--- src/rtl/fifo_rd_pkg.sv ---
// Shared types and helpers for the FIFO read-side drain engine
// (fifo_stream_reader and its two-entry output buffer).
package fifo_rd_pkg;

   localparam int BUF_DEPTH = 2;

   typedef logic [1:0] occ_t;

   typedef enum logic [1:0] {
      BUF_HOLD,
      BUF_PUSH,
      BUF_POP,
      BUF_SWAP
   } buf_op_e;

   // Only combinational (0) and single-cycle registered (1) FIFO reads exist.
   function automatic bit rd_latency_legal(input int lat);
      return (lat == 0) || (lat == 1);
   endfunction

   function automatic buf_op_e buf_op(input logic push, input logic pop);
      buf_op_e op;
      op = BUF_HOLD;
      if (push && pop) op = BUF_SWAP;
      else if (push)   op = BUF_PUSH;
      else if (pop)    op = BUF_POP;
      return op;
   endfunction

   // Words buffered plus words in flight, after this cycle's pop, must leave
   // a free slot; otherwise the read would have nowhere to land.
   function automatic logic credit_ok(input occ_t occ, input logic inflight,
                                      input logic pop);
      logic [2:0] committed;
      committed = {1'b0, occ} + {2'b00, inflight} - {2'b00, pop};
      return committed < 3'(BUF_DEPTH);
   endfunction

endpackage

--- src/rtl/fifo_stream_reader_if.sv ---
// FIFO read port plus valid/ready output stream of fifo_stream_reader.
// master = the reader block, slave = the FIFO/downstream side.
interface fifo_stream_reader_if #(
   parameter int DATA_SIZE = 8
);

   logic                 fifo_empty;
   logic                 fifo_re;
   logic [DATA_SIZE-1:0] fifo_rddata;
   logic                 out_valid;
   logic                 out_ready;
   logic [DATA_SIZE-1:0] out_data;

   modport master (
      input  fifo_empty,
      input  fifo_rddata,
      input  out_ready,
      output fifo_re,
      output out_valid,
      output out_data
   );

   modport slave (
      output fifo_empty,
      output fifo_rddata,
      output out_ready,
      input  fifo_re,
      input  out_valid,
      input  out_data
   );

endinterface

--- src/rtl/fifo_rd_skid_buf.sv ---
// Two-entry FIFO-ordered output buffer. The head lives in its own register
// so the output word comes straight from a flop.
module fifo_rd_skid_buf
   import fifo_rd_pkg::*;
#(
   parameter int DATA_SIZE = 8
) (
   input  logic                 clk,
   input  logic                 rst,
   input  logic                 push,
   input  logic [DATA_SIZE-1:0] push_data,
   input  logic                 pop,
   output logic [DATA_SIZE-1:0] head_data,
   output occ_t                 occ
);

   logic [DATA_SIZE-1:0] head_q;
   logic [DATA_SIZE-1:0] tail_q;
   occ_t                 occ_q;
   buf_op_e              op;

   always_comb begin
      op = buf_op(push, pop);
   end

   // On a simultaneous push and pop the new word goes to the head only when
   // it is the sole survivor; otherwise the tail moves up behind the pop.
   always_ff @(posedge clk) begin
      if (rst) begin
         head_q <= '0;
         tail_q <= '0;
         occ_q  <= '0;
      end else begin
         unique case (op)
            BUF_PUSH: begin
               if (occ_q == 2'd0) head_q <= push_data;
               else               tail_q <= push_data;
               occ_q <= occ_q + 2'd1;
            end
            BUF_POP: begin
               head_q <= tail_q;
               occ_q  <= occ_q - 2'd1;
            end
            BUF_SWAP: begin
               if (occ_q == 2'd1) begin
                  head_q <= push_data;
               end else begin
                  head_q <= tail_q;
                  tail_q <= push_data;
               end
            end
            default: ;
         endcase
      end
   end

   assign head_data = head_q;
   assign occ       = occ_q;

   no_push_when_full : assert property (@(posedge clk) disable iff (rst)
      !(push && (occ_q == 2'(BUF_DEPTH))));

   no_pop_when_empty : assert property (@(posedge clk) disable iff (rst)
      !(pop && (occ_q == 2'd0)));

endmodule

--- src/rtl/fifo_stream_reader.sv ---
// Read-side drain engine: credit-based FIFO reads into a 2-entry buffer that
// feeds a valid/ready stream. FIFO_RD_COUNT_EN adds the rd_count pop counter.
module fifo_stream_reader
   import fifo_rd_pkg::*;
#(
   parameter int DATA_SIZE  = 8,
   parameter int RD_LATENCY = 1,
   parameter int CNT_WIDTH  = 16
) (
   input  logic                 clk,
   input  logic                 rst,
   fifo_stream_reader_if.master bus
`ifdef FIFO_RD_COUNT_EN
   ,
   output logic [CNT_WIDTH-1:0] rd_count
`endif
);

   if (!rd_latency_legal(RD_LATENCY)) begin : g_bad_latency
      $error("fifo_stream_reader: RD_LATENCY must be 0 or 1");
   end

   if (CNT_WIDTH < 1) begin : g_bad_cnt_width
      $error("fifo_stream_reader: CNT_WIDTH must be at least 1");
   end

   logic                 pop;
   logic                 push;
   logic                 inflight;
   logic [DATA_SIZE-1:0] head_data;
   occ_t                 occ;

   assign pop = bus.out_valid & bus.out_ready;

   // Combinational from out_ready and fifo_empty on purpose: a pop this cycle
   // frees a slot immediately, which is what keeps throughput at one word/cycle.
   assign bus.fifo_re = ~rst & ~bus.fifo_empty & credit_ok(occ, inflight, pop);

   if (RD_LATENCY == 0) begin : g_lat0
      assign inflight = 1'b0;
      assign push     = bus.fifo_re;
   end else begin : g_lat1
      logic inflight_q;

      always_ff @(posedge clk) begin
         if (rst) inflight_q <= 1'b0;
         else     inflight_q <= bus.fifo_re;
      end

      assign inflight = inflight_q;
      assign push     = inflight_q;
   end

   fifo_rd_skid_buf #(
      .DATA_SIZE (DATA_SIZE)
   ) u_buf (
      .clk       (clk),
      .rst       (rst),
      .push      (push),
      .push_data (bus.fifo_rddata),
      .pop       (pop),
      .head_data (head_data),
      .occ       (occ)
   );

   assign bus.out_valid = (occ != 2'd0);
   assign bus.out_data  = head_data;

`ifdef FIFO_RD_COUNT_EN
   always_ff @(posedge clk) begin
      if (rst)      rd_count <= '0;
      else if (pop) rd_count <= rd_count + CNT_WIDTH'(1);
   end
`endif

endmodule

--- src/flat_wrapper.sv ---
// flat-port wrapper written by rule: the top's interface ports become plain ports
module fifo_stream_reader_flat import fifo_rd_pkg::*;
#(
   parameter int DATA_SIZE  = 8,
   parameter int RD_LATENCY = 1,
   parameter int CNT_WIDTH  = 16
)
  (clk, rst, bus_fifo_empty, bus_fifo_rddata, bus_out_ready, bus_fifo_re, bus_out_valid, bus_out_data);
  fifo_stream_reader_if #(.DATA_SIZE(DATA_SIZE)) bus_i ();
  input  logic clk;
  input  logic rst;
  input wire logic [$bits(bus_i.fifo_empty)-1:0] bus_fifo_empty;
  input wire logic [$bits(bus_i.fifo_rddata)-1:0] bus_fifo_rddata;
  input wire logic [$bits(bus_i.out_ready)-1:0] bus_out_ready;
  output wire logic [$bits(bus_i.fifo_re)-1:0] bus_fifo_re;
  output wire logic [$bits(bus_i.out_valid)-1:0] bus_out_valid;
  output wire logic [$bits(bus_i.out_data)-1:0] bus_out_data;
  assign bus_i.fifo_empty = bus_fifo_empty;
  assign bus_i.fifo_rddata = bus_fifo_rddata;
  assign bus_i.out_ready = bus_out_ready;
  assign bus_fifo_re = bus_i.fifo_re;
  assign bus_out_valid = bus_i.out_valid;
  assign bus_out_data = bus_i.out_data;
  fifo_stream_reader #(.DATA_SIZE(DATA_SIZE), .RD_LATENCY(RD_LATENCY), .CNT_WIDTH(CNT_WIDTH)) u_core (.clk(clk), .rst(rst), .bus(bus_i));
endmodule
--- config.mk ---
export PLATFORM = sky130hd
export DESIGN_NAME = fifo_stream_reader_flat
export DESIGN_NICKNAME = d
export VERILOG_FILES = /design/src/rtl/fifo_rd_pkg.sv /design/src/rtl/fifo_stream_reader_if.sv /design/src/rtl/fifo_rd_skid_buf.sv /design/src/rtl/fifo_stream_reader.sv /design/src/flat_wrapper.sv
export SDC_FILE = /design/constraint.sdc
export NUM_CORES = 1
export LEC_CHECK = 0
export CORE_MARGIN = 5
export CORE_UTILIZATION = 48
export CTS_BUF_LIST = sky130_fd_sc_hd__clkbuf_4 sky130_fd_sc_hd__clkbuf_8
export DETAILED_ROUTE_END_ITERATION = 8
export GPL_TIMING_DRIVEN = 0
export PLACE_DENSITY = 0.77
export SLEW_MARGIN = 10
export SYNTH_ARGS = -nofsm -noshare
export SYNTH_HDL_FRONTEND = slang
export SYNTH_SLANG_ARGS = --single-unit
--- constraint.sdc ---
create_clock -name clk -period 3.5 [get_ports clk]
set_input_delay 0.7 -clock clk [delete_from_list [all_inputs] [get_ports clk]]
set_output_delay 0.7 -clock clk [all_outputs]
set_load 0.005 [all_outputs]
# ---- Word level (Yosys, flattened, before mapping)
# Cells that the tools add are included.
dict set report totals {
  output_inout_bits 10
  ff_bits 19
  elab_cells 39
  in_bits 12
}
dict set report classes {
  bitwise_logic 5
  magnitude_cmp 1
  mux 10
  eq_ne 7
  reduce_logical 8
  addsub 4
}
# operator count
set ops {}
lappend ops {{8-bit 2-to-1 mux} 4}
lappend ops {{8-bit case mux with 3 select lines} 1}
lappend ops {{8-bit case mux with 2 select lines} 1}
lappend ops {{2-bit 2-to-1 mux} 3}
lappend ops {{2-bit inequality test (second input constant)} 3}
lappend ops {{2-bit nonzero test} 3}
lappend ops {{2-bit by 1-bit equality test with 1-bit output (second input constant)} 2}
lappend ops {{2-bit equality test (second input constant)} 2}
lappend ops {{2-bit case mux with 2 select lines} 1}
lappend ops {{2-bit by 1-bit adder with 3-bit output} 1}
lappend ops {{1-bit bitwise AND} 3}
lappend ops {{3-bit by 2-bit < comparator with 1-bit output (second input constant)} 1}
lappend ops {{3-bit AND reduction} 1}
lappend ops {{3-bit nonzero test} 1}
lappend ops {{3-bit by 1-bit subtractor with 3-bit output} 1}
lappend ops {{2-bit by 1-bit adder with 2-bit output (second input constant)} 1}
lappend ops {{2-bit logical NOT} 1}
lappend ops {{1-bit inverter} 2}
lappend ops {{2-bit AND reduction} 1}
lappend ops {{2-bit by 1-bit subtractor with 2-bit output (second input constant)} 1}
lappend ops {{1-bit logical AND} 1}

# ---- Logic depth before layout (Yosys ltp)
# Gate-level depths: netlist (run 1).
dict set report depth {
  depth_word 8
  mapped_depth 9
  mapped_depth_nobuf 8
}

# ---- Modules after synthesis
# From an unflattened synthesis (run 1), not the netlist that was laid out.
dict set report unflattened {
  cells_unflattened 119
  hier_area_um2 1041.0
}
# module seq_area_each_um2 area_each_um2 n_inst cells_per_inst
set by_module_without_submodules {}
lappend by_module_without_submodules {fifo_rd_skid_buf 360.3 939.7 1 109}
lappend by_module_without_submodules {fifo_stream_reader 20.0 101.3 1 10}

# ---- Worst setup path after synthesis (run 1)
# OpenSTA, ideal clock, no wires.
dict set report synth_timing {
  path_kind {input-to-output}
  start {in bus_out_ready}
  end {out bus_fifo_re}
  arrival_time_ps 2158
  n_path_buf 0
  t_required_ps 2800
  setup_slack_ps 642
  stages 6
  path_cell_list {nor2b_1 ha_1 nand2b_1 fa_1 xor2_1 nor4b_1}
}
dict set report synth_via {
  elab_chain_cells 4
}
# item line
set synth_rtl {}
lappend synth_rtl {{from (decl)} flat_wrapper.sv:14} ;# input wire logic [$bits(bus_i.out_ready)-1:0] bus_out_ready;
lappend synth_rtl {{1-bit bitwise AND} fifo_stream_reader.sv:33} ;# assign pop = bus.out_valid & bus.out_ready;
lappend synth_rtl {{3-bit by 1-bit subtractor with 3-bit output} fifo_rd_pkg.sv:35} ;# committed = {1'b0, occ} + {2'b00, inflight} - {2'b00, pop};
lappend synth_rtl {{3-bit by 2-bit < comparator with 1-bit output} fifo_rd_pkg.sv:36} ;# return committed < 3'(BUF_DEPTH);
lappend synth_rtl {{1-bit bitwise AND} fifo_stream_reader.sv:37} ;# assign bus.fifo_re = ~rst & ~bus.fifo_empty & credit_ok(occ, inflight, pop);
lappend synth_rtl {{to (decl)} flat_wrapper.sv:15} ;# output wire logic [$bits(bus_i.fifo_re)-1:0] bus_fifo_re;
# No other way between the ends.

# ---- Final worst setup path (run 1)
# Ends and elaborated chain as after synthesis.

==> results.json, run 1 <==
{
  "syn_nets": 132,
  "syn_area_per_cell_sq_um": 9.02,
  "rr_endpoint": "u_core.g_lat1.inflight_q",
  "end_kind": "primary output",
  "postRouteWirelength_mm": 2.38,
  "finalNonFillerCells": 165,
  "setup_violation_total_in_the_final_timing_report": 0,
  "synth_top_cell_by_area": "sky130_fd_sc_hd__dfxtp_1",
  "gpl.final_weighted_congestion": 0.758,
  "layout_cells_sized_above_1_pct": 12.3,
  "worst_endpoint_data_arrival_time_ns": 2.73,
  "cts.root.buffer_cell": "sky130_fd_sc_hd__clkbuf_4",
  "grt_start_max_net_pins": 11,
  "core_area_sq_um": 2000,
  "post_dp_cell_area_sq_um": 1260,
  "area_share_of_the_largest_cell_type_after_synthesis_pct": 37.0,
  "combinationalPowerShare_pct": 51.9,
  "rsz0062_at_grt": "no",
  "total_power_mw": 0.920,
  "critPathMaxStageDelay_ns": 0.49,
  "fin_ws_ns": 0.0691,
  "residual_drc": 0,
  "seq_area_frac_synth_pct": 37.0,
  "setup.reg_to_reg.worst_slack_ns": 1.28,
  "crit_start_category": "input port",
  "layout.nets": 157,
  "combined_global_route_utilization_of_all_metal_layers_pct": 15.2,
  "synth-edff-count": 0,
  "ys_top_cells_by_area": "sky130_fd_sc_hd__dfxtp_1 (37%), sky130_fd_sc_hd__o21ai_0 (6.8%), sky130_fd_sc_hd__ha_1 (6.1%)",
  "result_of_the_run": "complete, no violations",
  "finalWorstPathRequiredPeriod_ns": 3.43,
  "switching_share_pct": 36.4,
  "detail-route-antenna-nets": 0,
  "post_route_setup_tns_ns": 0,
  "power.static_leakage_nw": 0.460,
  "hpwl_mm": 1.84,
  "synth_async_sr_flop_share_pct": 0,
  "critPathCapture": "bus_fifo_re",
  "placement.io_buffers": 20,
  "detailroute.via_count": 904,
  "grt_overflow": 0,
  "critPathMaxFanout": 4,
  "cts_tree": "done",
  "antenna_found_initial": 0,
  "hp_class": "reg -> reg",
  "avgViaCountPerCell": 5.48,
  "netlist-cell-type-count": 27,
  "post_synthesis_instance_total": 114,
  "fillCellCount": 182,
  "grt_first_pass_wirelength_mm": 3.87,
  "number_of_placed_i_o_pins": 22,
  "start_point_of_the_critical_path": "bus_out_ready",
  "ys_ff_latch": 19,
  "die_w_microns": 56.3,
  "clock_tree_buffer_depth": 2,
  "post-cts-setup-buffer-count": 0,
  "drtIter0Drc": 12,
  "utilization_pct": 65.3,
  "effective_utilization_at_floorplan_pct": 51.4,
  "timing.final.crit_share_pct": 98.0,
  "cts_hold_buffers": 0,
  "worst_r2r_path_depth": 8,
  "hold_slack_ns": 0.479,
  "finalMaxSlewViolations": 0,
  "ir_drop_mv": 0.354,
  "drt-wirelength-per-cell_microns": 14.4,
  "place_worst_setup_slack_ns": -0.459,
  "post_synth_design_cell_area_sq_um": 1030,
  "dp_cells": 161,
  "first_pass_iters": 4,
  "cts.sink_count": 19,
  "net-switching-power_mw": 0.335,
  "intPower_mw": 0.585,
  "setup_crit_path_kind": "in -> out",
  "power_density_nw_per_um2": 704,
  "register_clock_pin_slew_on_the_reported_worst_setup_and_hold_paths_ns": 0.10,
  "critPathRequiredTime_ns": 2.80,
  "numCtsBuffers": 3,
  "h-tree-depth": 1,
  "placement_rows": 16,
  "critical_path.cell_chain": "clkdlybuf4s50_1, nor2b_4, ha_4, nand2b_1, fa_1, xor2_1, nor4b_1, buf_2",
  "die_outline_area_sq_um": 3170,
  "ys_warn_count": 0,
  "clock-skew-final_ns": 0.00664,
  "ys_dominant_reg_cell": "sky130_fd_sc_hd__dfxtp_1",
  "antenna_cells_inserted": 0,
  "tightestPinTransition_ns": 0.537,
  "power_frac_clock_pct": 12.5,
  "hold_viol_final": 0,
  "layout_common_cells": "sky130_fd_sc_hd__clkdlybuf4s50_1 (19), sky130_fd_sc_hd__dfxtp_1 (19), sky130_fd_sc_hd__o21ai_0 (14), sky130_fd_sc_hd__nor2_1 (11)",
  "die-height_microns": 56.3,
  "achievable-frequency_ghz": 0.291,
  "clk_latency_ns": 0.30,
  "grt_pass1_vias": 861,
  "area_delta_synth_final_pct": 27.1,
  "crit_path_max_delay_cell_type": "sky130_fd_sc_hd__clkdlybuf4s50_1",
  "fin_area_sq_um": 1310,
  "maxSlewHeadroom_pct": 64.1,
  "r2r-start": "u_core.u_buf.occ[1]",
  "max_cap_violations": 0,
  "p_seq_share_pct": 35.6
}
==> synth_stat cells (2+ instances only) <==
master,number
sky130_fd_sc_hd__a21oi_1,8
sky130_fd_sc_hd__a311oi_1,6
sky130_fd_sc_hd__a311oi_2,2
sky130_fd_sc_hd__and2_1,2
sky130_fd_sc_hd__buf_6,2
sky130_fd_sc_hd__clkbuf_1,4
sky130_fd_sc_hd__dfxtp_1,19
sky130_fd_sc_hd__ha_1,5
sky130_fd_sc_hd__inv_1,5
sky130_fd_sc_hd__nor2_1,11
sky130_fd_sc_hd__nor2b_1,3
sky130_fd_sc_hd__nor4b_1,2
sky130_fd_sc_hd__o211ai_1,8
sky130_fd_sc_hd__o21ai_0,14
sky130_fd_sc_hd__o21ai_2,2
sky130_fd_sc_hd__o31ai_1,8
sky130_fd_sc_hd__xor2_1,3
==> registers in the layout, summed over array words and instances, names as in the netlist <==
signal / cells
u_core.u_buf.head_data: 8
u_core.u_buf.tail_q: 8
u_core.u_buf.occ: 2
u_core.g_lat1.inflight_q: 1
==> area by class of cell <==
class	instances	area (sq um)	area share, %
timing repair buffer	20	195	14.9
sequential	19	380	29.1
multi-input combinational	81	596	45.6
clock buffer	4	30.0	2.30
buffer	9	53.8	4.11
inverter	5	18.8	1.44
tap	27	33.8	2.58
==> kinds of logic after synthesis <==
family	after synthesis	synth area share [%]
AO/OA/AOI/OAI	49	32.8
AND/OR/NAND/NOR	22	11.1
flip-flops	19	37.0
buffers and inverters	14	7.06
adder cells (fa/ha/maj)	6	8.03
XOR/XNOR	3	2.56
multiplexers	1	1.46
==> repair_timing <==
item / in CTS / in global routing
pin swaps: 0 / 0
setup endpoints to repair: 1 / 1
gates resized for setup: 6 / 1
==> worst max-delay path: cells and delay by family <==
kind	cells	cell delay, ns
buf+inv	2	0.66
simple gates	3	0.60
fa+ha+maj	2	0.61
xor+xnor	1	0.16
==> how the worst min path moves through the flow <==
stage	startpoint	depth (start not counted)	end	slack [ns]
after global routing	u_core.u_buf.tail_q[3]	2	u_core.u_buf.tail_q[3]	0.51
after CTS	u_core.u_buf.tail_q[6]	2	u_core.u_buf.tail_q[6]	0.48
after detailed placement	u_core.u_buf.tail_q[6]	2	u_core.u_buf.tail_q[6]	0.47
final	u_core.u_buf.tail_q[6]	2	u_core.u_buf.tail_q[6]	0.48
after global placement	u_core.u_buf.tail_q[6]	2	u_core.u_buf.tail_q[6]	0.45
after floorplan	u_core.u_buf.tail_q[0]	2	u_core.u_buf.tail_q[0]	0.44
==> power by group through the flow <==
stage	clock network, mW	logic [mW]	registers (mW)
6_report	0.115	0.478	0.327
3_5_place_dp	0	0.460	0.333
3_3_place_gp	0	0.451	0.328
2_1_floorplan	0	0.287	0.329
4_1_cts	0.116	0.463	0.328
5_1_grt	0.128	0.525	0.336
==> metal layers <==
metal	part of all wire [%]	track usage, %	wire (microns)
met2	48	26.0	1130
met1	45	18.8	1070
met3	6.0	4.13	142
met4	1.2	3.39	28
met5	0	0	0
Power figures use the tool's default switching activity.
==> run 2, diff against run 1 <==
--- a/config.mk
+++ b/config.mk
@@ -9,6 +9,7 @@
 export CORE_UTILIZATION = 48
 export CTS_BUF_LIST = sky130_fd_sc_hd__clkbuf_4 sky130_fd_sc_hd__clkbuf_8
 export DETAILED_ROUTE_END_ITERATION = 8
+export GPL_ROUTABILITY_DRIVEN = 0
 export GPL_TIMING_DRIVEN = 0
 export PLACE_DENSITY = 0.77
 export SLEW_MARGIN = 10
==> results of run 2 <==
Same layout as run 1: the final DEF is identical, and so are final timing and power.
